`config.mk`:
```
export PLATFORM = sky130hd
export DESIGN_NAME = mem_stage_ctrl
export DESIGN_NICKNAME = d
export VERILOG_FILES = /design/src/rtl/mem_stage_ctrl_pkg.sv /design/src/rtl/mem_stage_ctrl_store_align.sv /design/src/rtl/mem_stage_ctrl.sv
export SDC_FILE = /design/constraint.sdc
export NUM_CORES = 1
export LEC_CHECK = 0
export ABC_AREA = 1
export CAP_MARGIN = 15
export CORE_AREA = 2 2 174 176
export CTS_CLUSTER_DIAMETER = 50
export DETAILED_ROUTE_END_ITERATION = 10
export DIE_AREA = 0 0 176 178
export SYNTH_ARGS = -nofsm -noshare
export SYNTH_HDL_FRONTEND = slang
export SYNTH_HIERARCHICAL = 1
export SYNTH_SLANG_ARGS = --single-unit
```
`constraint.sdc`:
```
create_clock -name clk -period 4.3 [get_ports clk]
set_input_delay 0.645 -clock clk [delete_from_list [all_inputs] [get_ports clk]]
set_output_delay 0.645 -clock clk [all_outputs]
set_load 0.01 [all_outputs]
```
`src/rtl/mem_stage_ctrl_pkg.sv`:
```
// rtl/mem_stage_ctrl_pkg.sv - RV32I opcode/funct3 types and EX/MEM, MEM/WB payloads
package rv32i_types;

    typedef enum logic [6:0] {
        op_lui   = 7'b0110111,
        op_auipc = 7'b0010111,
        op_jal   = 7'b1101111,
        op_jalr  = 7'b1100111,
        op_br    = 7'b1100011,
        op_load  = 7'b0000011,
        op_store = 7'b0100011,
        op_imm   = 7'b0010011,
        op_reg   = 7'b0110011,
        op_csr   = 7'b1110011
    } rv32i_opcode;

    typedef enum logic [2:0] {
        sb = 3'b000,
        sh = 3'b001,
        sw = 3'b010
    } store_funct3_t;

    // funct3[1:0] encodes access size for both loads and stores
    localparam logic [1:0] SIZE_HALF = 2'b01;
    localparam logic [1:0] SIZE_WORD = 2'b10;

endpackage

package regfile;
    import rv32i_types::*;

    typedef struct packed {
        logic        valid;
        rv32i_opcode opcode;
        logic [2:0]  funct3;
        logic [6:0]  funct7;
        logic [4:0]  rd;
        logic [31:0] alu_out;
        logic [31:0] rs2_out;
        logic [31:0] pc;
        logic        br_en;
        logic [31:0] u_imm;
        logic        load_regfile;
    } ex_mem_regfile;

    typedef struct packed {
        logic        valid;
        rv32i_opcode opcode;
        logic [2:0]  funct3;
        logic [6:0]  funct7;
        logic [4:0]  rd;
        logic [31:0] alu_out;
        logic [31:0] rs2_out;
        logic [31:0] pc;
        logic        br_en;
        logic [31:0] u_imm;
        logic        load_regfile;
        logic [31:0] mem_rdata;
    } mem_wb_regfile;

endpackage

```
`src/rtl/mem_stage_ctrl_store_align.sv`:
```
// rtl/mem_stage_ctrl_store_align.sv - byte-lane mask, store data shift and misalignment detect
module store_align
    import rv32i_types::*;
(
    input  logic [2:0]  funct3,
    input  logic        is_store,
    input  logic [1:0]  addr_lo,
    input  logic [31:0] rs2_out,
    output logic [3:0]  mbe,
    output logic [31:0] wdata,
    output logic        misaligned
);

    // Lane placement is purely a function of size and the low address bits
    always_comb begin
        mbe        = 4'b1111;
        wdata      = rs2_out << {addr_lo, 3'b000};
        misaligned = 1'b0;
        case (funct3[1:0])
            SIZE_HALF: misaligned = addr_lo[0];
            SIZE_WORD: misaligned = |addr_lo;
            default:   misaligned = 1'b0;
        endcase
        if (is_store) begin
            case (funct3)
                sb:      mbe = 4'b0001 << addr_lo;
                sh:      mbe = 4'b0011 << {addr_lo[1], 1'b0};
                sw:      mbe = 4'b1111;
                default: mbe = 4'b1111;
            endcase
        end
    end

endmodule

```
`src/rtl/mem_stage_ctrl.sv`:
```
// rtl/mem_stage_ctrl.sv - MEM stage: data-memory handshake FSM, stall and MEM/WB register
module mem_stage_ctrl
    import rv32i_types::*;
    import regfile::*;
(
    input  logic          clk,
    input  logic          rst,
    input  ex_mem_regfile ex_reg,
    input  logic [31:0]   dmem_rdata,
    input  logic          dmem_resp,
    output logic          dmem_read,
    output logic          dmem_write,
    output logic [31:0]   dmem_addr,
    output logic [31:0]   dmem_wdata,
    output logic [3:0]    dmem_mbe,
    output logic          mem_stall,
    output mem_wb_regfile mem_reg
);

    typedef enum logic [1:0] {
        IDLE = 2'b00,
        BUSY = 2'b01,
        DONE = 2'b10
    } state_t;

    state_t        state_q, state_d;
    logic [31:0]   rdata_q, rdata_d;
    mem_wb_regfile mem_reg_q, mem_reg_d;

    logic is_load;
    logic is_store;
    logic misaligned;
    logic start;

    assign is_load   = (ex_reg.opcode == op_load);
    assign is_store  = (ex_reg.opcode == op_store);
    assign dmem_addr = {ex_reg.alu_out[31:2], 2'b00};
    assign mem_reg   = mem_reg_q;

    store_align u_store_align (
        .funct3     (ex_reg.funct3),
        .is_store   (is_store),
        .addr_lo    (ex_reg.alu_out[1:0]),
        .rs2_out    (ex_reg.rs2_out),
        .mbe        (dmem_mbe),
        .wdata      (dmem_wdata),
        .misaligned (misaligned)
    );

    // Only a valid, aligned load/store opens a memory transaction
    assign start = ex_reg.valid && (is_load || is_store) && !misaligned;

    // Handshake FSM: request level held through BUSY, one DONE cycle releases the stall
    always_comb begin
        state_d    = state_q;
        rdata_d    = rdata_q;
        dmem_read  = 1'b0;
        dmem_write = 1'b0;
        mem_stall  = 1'b0;
        case (state_q)
            IDLE: begin
                if (start) begin
                    state_d   = BUSY;
                    mem_stall = 1'b1;
                end
            end
            BUSY: begin
                mem_stall  = 1'b1;
                dmem_read  = is_load;
                dmem_write = is_store;
                if (dmem_resp) begin
                    rdata_d = dmem_rdata;
                    state_d = DONE;
                end
            end
            DONE: begin
                state_d = IDLE;
            end
            default: begin
                state_d = IDLE;
            end
        endcase
    end

    // MEM/WB payload advances whenever the pipeline is not stalled
    always_comb begin
        mem_reg_d = mem_reg_q;
        if (!mem_stall) begin
            mem_reg_d.valid        = ex_reg.valid;
            mem_reg_d.opcode       = ex_reg.opcode;
            mem_reg_d.funct3       = ex_reg.funct3;
            mem_reg_d.funct7       = ex_reg.funct7;
            mem_reg_d.rd           = ex_reg.rd;
            mem_reg_d.alu_out      = ex_reg.alu_out;
            mem_reg_d.rs2_out      = ex_reg.rs2_out;
            mem_reg_d.pc           = ex_reg.pc;
            mem_reg_d.br_en        = ex_reg.br_en;
            mem_reg_d.u_imm        = ex_reg.u_imm;
            mem_reg_d.load_regfile = ex_reg.load_regfile;
            mem_reg_d.mem_rdata    = (is_load && state_q == DONE) ? rdata_q : 32'h0;
            // A misaligned access is dropped, so it must not write back
            if (ex_reg.valid && (is_load || is_store) && misaligned) begin
                mem_reg_d.load_regfile = 1'b0;
            end
        end
    end

    // State, read-data and MEM/WB registers with synchronous active-low reset
    always_ff @(posedge clk) begin
        if (!rst) begin
            state_q   <= IDLE;
            rdata_q   <= 32'h0;
            mem_reg_q <= '0;
        end else begin
            state_q   <= state_d;
            rdata_q   <= rdata_d;
            mem_reg_q <= mem_reg_d;
        end
    end

endmodule

```
# Word-level counts from Yosys, hierarchy flattened
# Index checks and enable logic that the tools add are counted.
dict set report totals {
  reg_bits 219
  latchBits 0
  ram_bits 0
  romBits 0
  inputBits 188
  out_inout_bits 256
  memories 0
}
dict set report op_classes {
  n_addsub 0
  multipliers 0
  div 0
  n_lt_le_gt_ge 0
  eq_ne 9
  shift 3
  mux 12
  n_bitwise 0
  n_reduce_logical 11
}
# operator n
set op_table {}
lappend op_table {{32-bit 2-to-1 mux} 1}
lappend op_table {{32-bit by 5-bit left shift with 32-bit output} 1}
lappend op_table {{4-bit case mux with 2 select lines} 1}
lappend op_table {{7-bit by 2-bit == test with 1-bit output (second input constant)} 1}
lappend op_table {{7-bit by 6-bit == test with 1-bit output (second input constant)} 1}
lappend op_table {{2-bit by 1-bit == test with 1-bit output (second input constant)} 2}
lappend op_table {{2-bit == test (second input constant)} 2}
lappend op_table {{1-bit logical AND} 4}
lappend op_table {{1-bit 2-to-1 mux} 4}
lappend op_table {{2-bit 2-to-1 mux} 2}
lappend op_table {{4-bit 2-to-1 mux} 1}
lappend op_table {{2-bit != test (second input constant)} 2}
lappend op_table {{1-bit case mux with 2 select lines} 2}
lappend op_table {{2-bit case mux with 2 select lines} 1}
lappend op_table {{2-bit AND reduction} 2}
lappend op_table {{1-bit by 2-bit left shift with 4-bit output (first input constant)} 1}
lappend op_table {{2-bit by 2-bit left shift with 4-bit output (first input constant)} 1}
lappend op_table {{3-bit by 1-bit == test with 1-bit output (second input constant)} 1}
lappend op_table {{3-bit zero test} 1}
lappend op_table {{2-bit zero test} 1}
lappend op_table {{2-bit OR reduction} 1}
lappend op_table {{1-bit zero test} 1}
lappend op_table {{1-bit logical OR} 1}

# Depth between registers and ports, before layout
dict set report depth {
  depth_word 6
  mapped_depth 14
  ltp_nobuf 10
}

# Modules after synthesis
# Netlist, hierarchy kept.
# mod n_inst cells_each area_per_inst_um2 seq_area_each_um2
set by_module_without_submodules {}
lappend by_module_without_submodules {mem_stage_ctrl 1 1030 8251.7 4384.2}
lappend by_module_without_submodules {store_align 1 188 900.9 0.0}

# Worst setup path after synthesis
# OpenSTA, ideal clock, no wires.
dict set report synth_path {
  kind {input port to output port}
  startpoint {input port ex_reg[98] in the netlist's numbering}
  endpoint {output port mem_stall}
  t_arrival_ps 1709
  t_required_ps 3655
  slack_ps 1946
  stages 9
  cell_sequence {buf_6 > buf_4 > a21oi_1 > nor2_1 > nor2_1 > nand3_1 > buf_4 > nand2_4 > buf_2}
}
dict set report synth_between {
  elab_chain_cells 6
}
# item line
set synth_rtl {}
lappend synth_rtl {{from (decl)} mem_stage_ctrl.sv:8} ;# input ex_mem_regfile ex_reg,
lappend synth_rtl {{2-bit OR reduction} mem_stage_ctrl_store_align.sv:21} ;# SIZE_WORD: misaligned = |addr_lo;
lappend synth_rtl {{1-bit case mux with 2 select lines *} mem_stage_ctrl_store_align.sv:19} ;# case (funct3[1:0])
lappend synth_rtl {{named net misaligned} mem_stage_ctrl.sv:32} ;# logic misaligned;
lappend synth_rtl {{1-bit zero test *} mem_stage_ctrl.sv:51} ;# assign start = ex_reg.valid && (is_load || is_store) && !misaligned;
lappend synth_rtl {{1-bit logical AND *} mem_stage_ctrl.sv:51}
lappend synth_rtl {{1-bit 2-to-1 mux *} mem_stage_ctrl.sv:62} ;# if (start) begin
lappend synth_rtl {{1-bit case mux with 2 select lines *} mem_stage_ctrl.sv:60} ;# case (state_q)
lappend synth_rtl {{to (decl)} mem_stage_ctrl.sv:16} ;# output logic mem_stall,
# The timed path passes the listed nets; every way through them passes the cells marked *.

# Final worst setup path
# Same ends and word-level chain as after synthesis.

==> out/results.tsv <==
metric	value	unit
Async S/R FF share, synth	0	%
Critical path buffers and inverters	3	
Post-route DRC	0	
Routed WL	34.1	mm
Ports	444	
Port Buffer Count	441	
post-cts sizing count	0	
Slew Viols, Final	0	
width of the die	176	µm
drt via density	4.77	
CP delay by family, top	buffers and inverters	
Yosys top cell area share	47.9	%
outcome	finished clean	
peak supply drop	0.221	mV
Iter 0 DRT Violations	712	
CTS tree	done	
routed length per instance	17.2	µm
Synth cell types	27	
sequential element share of the synthesized area	47.9	%
Post-synth EDFFs	0	
Setup violations, final	0	
register area	4380	µm²
Sum Neg Setup Slack	0	ns
Sink Count	219	
static leakage	5.70	nW
critical path, cell by cell	clkdlybuf4s50_1, inv_6, nand2_8, nand2_1, nor2_1, nor2_1, nand3_4, nand2_8, clkdlybuf4s50_1	
Setup CP Type	primary input to output port	
number of warnings issued by yosys	6	
Die Y	178	µm
multi-input combinational cell area	3680	µm²
Post-CTS Hold Buffers	0	
CTS H-tree lvls	1	
core area	29400	µm²
Diodes inserted	0	
CP required	3.65	ns
syn_area_per_cell	7.51	µm²
initial core utilization	31.1	%
Congestion Overflow GR	0	
Site Rows	63	
maximum clock rate	0.296	GHz
most area-hungry cell type in the Yosys netlist	dfxtp_1	
GRT Total Usage	20.4	%
initial antenna violation count	0	
full die area	31300	µm²
share of post-route cells with drive strength above 1	5.39	%
Max stage delay cell, worst path	clkdlybuf4s50_1	
largest net degree at the start of global routing	187	
power density cells	371	nW/µm²
Commonest cells post-synth	nand2_1 (286), dfxtp_1 (219), a21oi_1 (217), nand3_1 (202), inv_1 (76)	
critical path fanouts, max	26	
Worst setup SP type	primary input	
Top FF cell, synth	dfxtp_1	
final hold violations	0	
placed insts	1934	
filler cell count	2881	
post-route ant nets	0	
Tightest Hold Check Type	flip-flop to flip-flop	
top-count cell post-synth	nand2_1	
max reg flops	185	
routability cong.	0.877	
Setup Skew	0.00820	ns
nets	1768	
first-pass GRT wire length	50.9	mm
Area contributors post-synth	dfxtp_1 (48%), a21oi_1 (12%), nand2_1 (12%)	
non-filler cells in the finished layout	1987	
Mapped Cells	1218	
overall power	5.37	mW
Reg clk slew, reported paths	0.05	ns
dpl hpwl	23.2	mm
Max Cap Violations	0	
Tightest Pin Transition	1.04	ns
crit share post-route	78.5	%
vias in the first global route	8935	
Final min period	3.38	ns
Critical Path AT	2.73	ns
clk_lat worst skew	0.54	ns
area grow syn2layout	58.1	%
max incr delay on CP	0.58	ns
Mapped Area	9150	µm²
Vias	9486	
CP Capture Type	output port	
CTS Buf Count	31	
Post-CTS Setup Bufs	0	
flops & latches, synth	219	
Root Buffer	clkbuf_16	
RSZ-0062 raised after global routing	false	
DR pass1 iterations	5	
Max clock buf depth	3	
Max-slew headroom	30.5	%
## report_power, final
part	internal (mW)	switching [mW]	leakage (nW)
combinational	0.421	0.316	3.42
sequential	2.11	0.0414	1.81
clock	1.52	0.957	0.481
## metrics by stage
step           utilization [%]  area [µm²]  setup WS [ns]  hold WS (ns)
6_report                  49.2       14500          0.922         0.442
2_1_floorplan                -        9160           1.95         0.424
4_1_cts                   49.2       14500          0.921         0.445
5_1_grt                   49.2       14500          0.759         0.460
3_3_place_gp              45.8       13500          0.902         0.433
3_5_place_dp              45.8       13500          0.928         0.436
## cell usage in the layout (no fill, tap or decap), drive strengths merged
cell type	synthesis	routed
nor2	33	33
clkinvlp	0	6
nand3	210	210
conb	1	2
dfxtp	219	219
nor4	1	1
nor3	2	2
o21a	1	1
clkbuf	50	37
inv	78	80
o21ai	32	32
buf	81	15
a21oi	217	217
bufinv	0	2
clkinv	1	7
ha	3	3
a21boi	1	1
nand2	288	288
clkdlybuf4s50	0	441
## final cells by class
class                   count  share of cell area, %
well taps                 390                   3.37
inverters                  79                   2.14
repair buffers            456                   31.7
flip-flops and latches    219                   30.3
multi-input cells         790                   25.5
clock inverters            16                   1.13
clock buffers              37                   5.86
## worst reg2reg max path, stage by stage, from the launching register on
cell     delay [ns]
dfxtp_1        0.33
inv_1          0.10
nand2_4        0.15
buf_4          0.77
nand3_1        0.33
a21oi_1        0.20
## kinds of logic (layout without fill, tap and decap cells)
logic type,after synthesis,count (layout),share of synthesized area [%]
AND/OR/NAND/NOR,534,534,25.6
other,1,2,0.0410
flip-flops,219,219,47.9
AO/OA/AOI/OAI,251,251,13.8
adder cells (fa/ha/maj),3,3,0.410
buffers and inverters,210,588,12.3
## metal layers
layer	track usage, %	wire length (µm)
met1	25.9	14100
met2	34.0	16400
met3	5.35	2650
met4	6.34	979
met5	0	0
## worst paths after layout
check | start | to | slack, ns | cells past startpoint
worst max-delay path | ex_reg[98] | mem_stall | 0.92 | 9
worst min-delay path | rdata_q[7]$_SDFFE_PN0P_ | rdata_q[7]$_SDFFE_PN0P_ | 0.44 | 2
worst max register to register | state_q[1]$_SDFFE_PN0P_ | mem_reg[75]$_SDFFE_PN0N_ | 2.36 | 5
worst min register to register | rdata_q[7]$_SDFFE_PN0P_ | rdata_q[7]$_SDFFE_PN0P_ | 0.44 | 2
Note: power is estimated with default switching activity, not from simulation.
